===== src/rtl/accum_write_control.sv =====
// Accumulator write sequencer: after a start, emits diagonally skewed per-column
// write strobes and addresses for one systolic-array output submatrix.
module accum_write_control #(
  parameter int SYS_ARR_ROWS = 16,
  parameter int SYS_ARR_COLS = 16,
  parameter int MAX_OUT_ROWS = 128,
  parameter int MAX_OUT_COLS = 128,
  parameter int LATENCY      = 16,
  localparam int AW = $clog2(MAX_OUT_ROWS*(MAX_OUT_COLS/SYS_ARR_COLS))
) (
  input  logic                                        clk,
  input  logic                                        reset,
  input  logic                                        start,
  input  logic [$clog2(MAX_OUT_ROWS/SYS_ARR_ROWS)-1:0] submat_row_in,
  input  logic [$clog2(MAX_OUT_COLS/SYS_ARR_COLS)-1:0] submat_col_in,
  input  logic [$clog2(SYS_ARR_ROWS)-1:0]              num_rows_in,
  input  logic [$clog2(SYS_ARR_COLS)-1:0]              num_cols_in,
  input  logic                                        accum_en,
  output logic                                        busy,
  output logic                                        done,
  output logic [SYS_ARR_COLS-1:0]                     wr_en,
  output logic [SYS_ARR_COLS*AW-1:0]                  wr_addr,
  output logic [SYS_ARR_COLS-1:0]                     wr_accum
);

  localparam int NRW = $clog2(SYS_ARR_ROWS);
  localparam int NCW = $clog2(SYS_ARR_COLS);
  // Cycle counter must reach LATENCY + num_rows + num_cols + 1.
  localparam int CW  = $clog2(LATENCY + SYS_ARR_ROWS + SYS_ARR_COLS + 1);
  localparam logic [CW-1:0] LAT_C = CW'(LATENCY);

  typedef enum logic [1:0] {IDLE, WAIT, WRITE, FINISH} state_t;

  state_t                    state_reg, state_next;
  logic [CW-1:0]             cnt_reg, cnt_next;
  logic [AW-1:0]             base_reg;
  logic [NRW-1:0]            nrows_reg;
  logic [NCW-1:0]            ncols_reg;
  logic [SYS_ARR_COLS-1:0]   col_mask_reg;
  logic                      accum_reg;
  logic                      busy_reg, busy_next;
  logic                      done_reg, done_next;
  logic [SYS_ARR_COLS-1:0]   wr_en_reg, wr_en_next;
  logic [SYS_ARR_COLS*AW-1:0] wr_addr_reg, wr_addr_next;
  logic [SYS_ARR_COLS-1:0]   wr_accum_reg, wr_accum_next;

  logic                      load;
  logic                      emit;
  logic [CW-1:0]             step;
  logic [CW-1:0]             last_step;
  logic [AW-1:0]             base_load;
  logic [SYS_ARR_COLS-1:0]   col_mask_load;

  // Base address is computed modulo 2^AW, matching the accumulator depth.
  assign base_load = AW'(submat_col_in) * AW'(MAX_OUT_ROWS)
                   + AW'(submat_row_in) * AW'(SYS_ARR_ROWS);
  assign col_mask_load = {SYS_ARR_COLS{1'b1}} >> (SYS_ARR_COLS - 1 - int'(num_cols_in));

  // step is the diagonal index (row + column) written on the upcoming edge.
  assign step      = cnt_reg - LAT_C;
  assign last_step = CW'(nrows_reg) + CW'(ncols_reg) + CW'(1);

  always_comb begin
    state_next = state_reg;
    cnt_next   = cnt_reg;
    load       = 1'b0;
    emit       = 1'b0;
    case (state_reg)
      IDLE: begin
        if (start) begin
          state_next = WAIT;
          cnt_next   = CW'(1);
          load       = 1'b1;
        end
      end
      WAIT: begin
        cnt_next = cnt_reg + CW'(1);
        if (cnt_reg == LAT_C) begin
          state_next = WRITE;
          emit       = 1'b1;
        end
      end
      WRITE: begin
        cnt_next = cnt_reg + CW'(1);
        if (step == last_step) begin
          state_next = FINISH;
        end else begin
          emit = 1'b1;
        end
      end
      FINISH: begin
        state_next = IDLE;
        cnt_next   = '0;
      end
      default: begin
        state_next = IDLE;
        cnt_next   = '0;
      end
    endcase
    busy_next = (state_next == WAIT) || (state_next == WRITE);
    done_next = (state_next == FINISH);
  end

  genvar gi;
  generate
    for (gi = 0; gi < SYS_ARR_COLS; gi++) begin : g_col
      localparam logic [CW:0] COL_IDX = (CW+1)'(gi);
      logic [CW:0] row_diff;
      logic        hit;

      // A borrow out of row_diff means this column's diagonal has not arrived yet.
      assign row_diff = {1'b0, step} - COL_IDX;
      assign hit = emit && col_mask_reg[gi] && !row_diff[CW]
                && (row_diff[CW-1:0] <= CW'(nrows_reg));

      assign wr_en_next[gi]            = hit;
      assign wr_accum_next[gi]         = hit && accum_reg;
      assign wr_addr_next[gi*AW +: AW] = hit ? (base_reg + AW'(row_diff[CW-1:0])) : '0;
    end
  endgenerate

  always_ff @(posedge clk) begin
    if (!reset) begin
      state_reg    <= IDLE;
      cnt_reg      <= '0;
      base_reg     <= '0;
      nrows_reg    <= '0;
      ncols_reg    <= '0;
      col_mask_reg <= '0;
      accum_reg    <= 1'b0;
      busy_reg     <= 1'b0;
      done_reg     <= 1'b0;
      wr_en_reg    <= '0;
      wr_addr_reg  <= '0;
      wr_accum_reg <= '0;
    end else begin
      state_reg    <= state_next;
      cnt_reg      <= cnt_next;
      busy_reg     <= busy_next;
      done_reg     <= done_next;
      wr_en_reg    <= wr_en_next;
      wr_addr_reg  <= wr_addr_next;
      wr_accum_reg <= wr_accum_next;
      if (load) begin
        base_reg     <= base_load;
        nrows_reg    <= num_rows_in;
        ncols_reg    <= num_cols_in;
        col_mask_reg <= col_mask_load;
        accum_reg    <= accum_en;
      end
    end
  end

  assign busy     = busy_reg;
  assign done     = done_reg;
  assign wr_en    = wr_en_reg;
  assign wr_addr  = wr_addr_reg;
  assign wr_accum = wr_accum_reg;

endmodule

===== config.mk =====
export PLATFORM = sky130hd
export DESIGN_NAME = accum_write_control
export DESIGN_NICKNAME = d
export VERILOG_FILES = /design/src/rtl/accum_write_control.sv
export SDC_FILE = /design/constraint.sdc
export NUM_CORES = 1
export LEC_CHECK = 0
export BUFFER_PORTS_ARGS = -buffer_cell sky130_fd_sc_hd__buf_2
export CAP_MARGIN = 5
export CELL_PAD_IN_SITES_DETAIL_PLACEMENT = 1
export CELL_PAD_IN_SITES_GLOBAL_PLACEMENT = 1
export CORE_AREA = 2 2 157 159
export DETAILED_ROUTE_END_ITERATION = 8
export DIE_AREA = 0 0 159 161
export PLACE_DENSITY_LB_ADDON = 0.1
export SETUP_SLACK_MARGIN = 0.02
export SLEW_MARGIN = 20
export SYNTH_ARGS = -nofsm -noshare
export SYNTH_HDL_FRONTEND = slang
export SYNTH_SLANG_ARGS = --single-unit

===== constraint.sdc =====
create_clock -name clk -period 5 [get_ports clk]
set_input_delay 0 -clock clk [delete_from_list [all_inputs] [get_ports clk]]
set_output_delay 0 -clock clk [all_outputs]
set_load 0.1 [all_outputs]

* Word-level counts from Yosys, hierarchy flattened *
Cells that the tools add are included.

cells by class
  bitwise gates (word level) = 0
  reduce and logical (&&, ||, !) cells = 97
  divide/modulo/power cells = 0
  shift-type cells = 1
  $lt $le $gt $ge = 16
  equal/unequal tests = 9
  muxes and demuxes = 11
  multipliers = 0
  add/subtract/negate cells = 37

operator list
  cell                                                                    count
  10-bit by 6-bit adder with 10-bit output                                16
  6-bit by 4-bit <= comparator with 1-bit output                          16
  1-bit logical AND                                                       63
  6-bit by 4-bit subtractor with 7-bit output (second input constant)     8
  2-bit AND reduction                                                     16
  16-bit by 32-bit right shift with 16-bit output (first input constant)  1
  6-bit by 3-bit subtractor with 7-bit output (second input constant)     4
  6-bit one-hot mux with 3 select lines                                   1
  1-bit logical NOT                                                       15
  6-bit by 2-bit subtractor with 7-bit output (second input constant)     2
  10-bit by 7-bit adder with 10-bit output                                1
  2-bit == test (second input constant)                                   4
  2-bit one-hot mux with 4 select lines                                   1
  6-bit by 1-bit subtractor with 7-bit output (second input constant)     1
  5-bit by 1-bit adder with 6-bit output (second input constant)          1
  6-bit by 1-bit adder with 6-bit output (second input constant)          1
  6-bit by 5-bit == test with 1-bit output (second input constant)        1
  6-bit == test                                                           1
  2-bit two-way mux                                                       3
  6-bit two-way mux                                                       1
  6-bit by 5-bit subtractor with 6-bit output (second input constant)     1
  4-bit by 4-bit adder with 5-bit output                                  1
  4-bit by 4-bit subtractor with 5-bit output (first input constant)      1
  2-bit by 1-bit == test with 1-bit output (second input constant)        2
  other kinds (6)                                                         9

word-level totals
  word-level logic and storage cells = 198
  memories = 0
  bits in latches = 0
  flip-flop bits (word level) = 237
  bits in read-only memories = 0
  input bits = 18
  bits in writable memories = 0
  output and inout bits = 194

* Depth between registers and ports, before layout *
  depth after elaboration = 9
  mapped depth = 13
  gate-level depth less buffers = 11

* Least setup slack after synthesis *
No wires, ideal clock.

  path kind = register to register
  from = register cnt_reg[1]
  to = register wr_addr_reg[96], in the netlist wr_addr[96]
  clock period less this slack = 2.826 ns
  setup slack = 2.174 ns
  library setup time = 0.130 ns
  path buffers = 2
  required time = 4.870 ns
  data arrival time = 2.696 ns
  cell stages (with the launch flop) = 14
  cells stage by stage = dfxtp_1 > clkbuf_1 > inv_1 > ha_1 > a21boi_0 > xnor2_1 > inv_1 > ha_1 > nor2_1 > a31oi_1 > o21ai_0 > nand4b_1 > clkbuf_1 > nor3_1

between the ends
  elaborated cells between the ends (all ways) = 14
  classes of those cells = add/sub: 3; order compare: 1; eq/ne: 2; mux: 3; reduce/logical: 5

RTL lines
  element                                         line  source
  start, declared                                 35    logic [CW-1:0] cnt_reg, cnt_next;
  start signal, assigned                          138   cnt_reg <= cnt_next;
  6-bit by 5-bit subtractor with 6-bit output *   60    assign step = cnt_reg - LAT_C;
  6-bit by 4-bit subtractor with 7-bit output *   112   assign row_diff = {1'b0, step} - COL_IDX;
  via g_col[9].row_diff[3]                        108   logic [CW:0] row_diff;
  6-bit by 4-bit <= comparator with 1-bit output  114   && (row_diff[CW-1:0] <= CW'(nrows_reg));
  1-bit logical AND                               114
  2-bit AND reduction (no line)                   n/a
  end signal, assigned                            142   wr_addr_reg <= wr_addr_next;
  end, declared                                   44    logic [SYS_ARR_COLS*AW-1:0] wr_addr_reg, wr_addr_next;

The timed path passes the listed nets; every way through them passes the cells marked *.
A chain may end at the register's enable or synchronous reset.

* Worst setup path after layout *
  from = register cnt_reg[2]
  to = register wr_addr_reg[98], in the netlist wr_addr[98]

The elaborated chain is that of the path after synthesis.

==> flow_metrics.tcl <==
set metrics [dict create \
    critPathRequiredTime_ns 5.44 \
    synth_warnings 0 \
    core_area_um2 24000 \
    ctsRootBufferMaster "clkbuf_16" \
    hold_class "in2reg" \
    grt_pass1_vias 9245 \
    grt_pass1_wl_um 54200 \
    ys_async_sr_fraction_pct 0 \
    die_x_um 159 \
    grt.total_usage_pct 27.1 \
    pwr-share-seq_pct 46.0 \
    combPwrFrac_pct 10.3 \
    placement_rows 57 \
    switching_power_mw 1.06 \
    dp_slack_ns 0.990 \
    finalPower_mw 4.12 \
    cpPeakStageDelay_ns 0.76 \
    clkSlewWorstSetupHoldPaths_ns 0.06 \
    postCtsSetupRepairBufs 0 \
    maxCapViolations 0 \
    path_cells "inv_1 > ha_1 > a21boi_0 > xnor2_1 > inv_1 > ha_1 > nor2_1 > a31oi_1 > o21ai_0 > nand4b_1 > nor3_1" \
    grt_max_degree 75 \
    place.gp.congestion 0.913 \
    register_area_um2 4650 \
    power.leakage_nw 5.65 \
    fin_setup_tns_ns 0 \
    insertion_delay_ns 0.55 \
    cts_tree "yes" \
    hold_viol_final 0 \
    peakVddDrop_v 0.000199 \
    syn-num-nets 1280 \
    cp_top_family "simple AND/OR/NAND/NOR gates" \
    synth_edf_count 0 \
    io-pin-count 212 \
    path_class "reg2reg" \
    cellPowerDensity_nw_per_um2 319 \
    crit_arrival_ns 4.53 \
    wl_um 35300 \
    period_needed_ns 4.09 \
    dpl.hpwl_um 24700 \
    multi_input_area_um2 5360 \
    firstDrtPassIters 6 \
    syn_inst 1157 \
    drt_iter0_drc 463 \
    yosysSeqAreaShare_pct 43.9 \
    startpoint_type "flop" \
    syn_area_per_cell_um2 9.15 \
    drv_slew 0 \
    final_layout_size_suffix_gt1_share_pct 20.3 \
    clock-sinks 232 \
    swShare_pct 25.7 \
    slew_headroom_pct 27.9 \
    tightest_slew_ns 1.08 \
    largest_reg_flops 160 \
    outcome "complete, no violations" \
    pwr-share-clk_pct 43.7 \
    antenna_found_initial 1 \
    p_int_mw 3.06 \
    fin_nets 1484 \
    worst_path_max_delay_cell "dfxtp_1" \
    die_area_um2 25600 \
    num_vias 9085 \
    wire_per_inst_um 20.7 \
    ant_nets 0 \
    start_util_pct 44.2 \
    n_fill_cell 2887 \
    cts_made_buffers 25 \
    io_buffer_count 211 \
    path_buf_inv 2 \
    fmax_ghz 0.244 \
    via_per_inst 5.33 \
    syn_area_um2 10600 \
    clockBufferDepth 3 \
    ys_types 52 \
    rsz0062_at_grt "false" \
    htreeDepth 1 \
    ys_ff_latch 232 \
    overflow 0 \
    cp-end-kind "flop" \
    fin_crit_sh_pct 81.9 \
    area_growth_syn_to_layout_pct 21.8 \
    setup_viol_count_final 0 \
    cp_max_fo 15 \
    synth_ff_type "dfxtp_1" \
    die_h_um 161 \
    finalClockSkew_ns 0.0124 \
    worst_slack_ns 0.905 \
    drc 0 \
]
## metal layers
| metal | GRT usage, % | vias up | wire [um] |
|---|---|---|---|
| li1 | - | 4321 | - |
| met1 | 35.9 | 4453 | 15700 |
| met2 | 46.2 | 252 | 16900 |
| met3 | 4.06 | 59 | 1730 |
| met4 | 7.64 | 0 | 968 |
| met5 | 0 | - | 0 |
## tightest hold or removal path, delay by kind of cell
kind                   cells  cell delay [ns]
AO/OA/AOI/OAI              1             0.05
buffers and inverters      2             0.64
AND/OR/NAND/NOR            1             0.04
## cell usage after synthesis (3+ instances only)
cell | instances | area share, %
dfxtp_1 | 232 | 44
o31ai_1 | 3 | 0.21
nor4_1 | 13 | 0.77
o21a_1 | 6 | 0.43
a21boi_0 | 7 | 0.50
nor2b_1 | 12 | 0.71
a21o_1 | 14 | 0.99
nor3_1 | 167 | 7.9
nor2_1 | 63 | 2.2
xnor2_1 | 60 | 5.0
nand2_1 | 90 | 3.2
buf_4 | 11 | 0.78
a41oi_1 | 3 | 0.25
buf_1 | 4 | 0.14
o211ai_1 | 3 | 0.21
clkbuf_1 | 45 | 1.6
buf_2 | 14 | 0.66
and2_1 | 7 | 0.41
o2111ai_1 | 6 | 0.50
nand3b_1 | 3 | 0.21
ha_1 | 88 | 10
nand3_1 | 17 | 0.80
mux2i_1 | 3 | 0.28
and3_1 | 19 | 1.1
nand4_1 | 7 | 0.41
o21ai_0 | 32 | 1.5
inv_1 | 69 | 2.4
fa_1 | 17 | 3.2
nand2b_1 | 6 | 0.35
a21oi_1 | 63 | 3.0
xor2_1 | 45 | 3.7
## cells by family after synthesis
group / share of synthesized area (%)
adders and majority gates: 13.6
muxes: 0.497
AOI/OAI and AO/OA: 8.77
buffers and inverters: 5.73
DFF: 43.9
and+or+nand+nor: 18.8
xor gates and xnor gates: 8.69
## timing repair
item / CTS / global route
gates resized for setup: 0 / 0
hold buffers: 20 / 0
setup endpoints to repair: 0 / 0
hold endpoints to repair: 39 / 0
## area by class of cell
type | count | share of cell area, %
Multi-Input combinational cell | 779 | 41.5
Sequential cell | 232 | 36.0
Timing Repair Buffer | 251 | 11.0
Clock buffer | 34 | 5.43
Tap cell | 324 | 3.14
Inverter | 72 | 2.10
Clock inverter | 10 | 0.738
Antenna cell | 1 | 0.0194
## final timing paths
path / depth (start not counted) / endpoint / slack, ns / startpoint
min: 4 / accum_reg / 0.24 / accum_en
min reg2reg: 2 / col_mask_reg[10] / 0.45 / col_mask_reg[10]
max reg2reg: 11 / wr_addr[98] / 0.91 / cnt_reg[2]
max: 11 / wr_addr[98] / 0.91 / cnt_reg[2]
## power by group through the flow
stage / Sequential (mW) / Combinational [mW] / Clock [mW]
3_3_place_gp: 1.93 / 0.391 / 0
5_1_grt: 1.90 / 0.467 / 1.92
3_5_place_dp: 1.93 / 0.402 / 0
4_1_cts: 1.89 / 0.420 / 1.84
2_1_floorplan: 1.93 / 0.278 / 0
6_report: 1.90 / 0.424 / 1.80
## per-stage QoR
stage,hold WS (ns),utilization [%],cell area [um^2],cells
after floorplan,0.116,-,10600,1157
after global placement,0.243,49.6,11900,1638
after detailed placement,0.249,49.6,11900,1638
after CTS,0.225,53.8,12900,1702
after global routing,0.248,53.8,12900,1702
final,0.236,53.8,12900,1703
## layout by cell type (no fill, tap or decap), types with 19 or more instances in the layout
cell type / netlist / final
ha_1: 88 / 88
xor2_1: 45 / 45
xnor2_1: 60 / 60
nor2_1: 63 / 63
a21oi_1: 63 / 63
and3_1: 19 / 19
nand2_1: 90 / 90
o21ai_0: 32 / 32
nor3_1: 167 / 167
inv_1: 69 / 69
dlygate4sd3_1: 0 / 20
clkbuf_16: 0 / 25
buf_2: 14 / 211
buf_4: 11 / 19
dfxtp_1: 232 / 231
(Power assumes the default switching activity.)
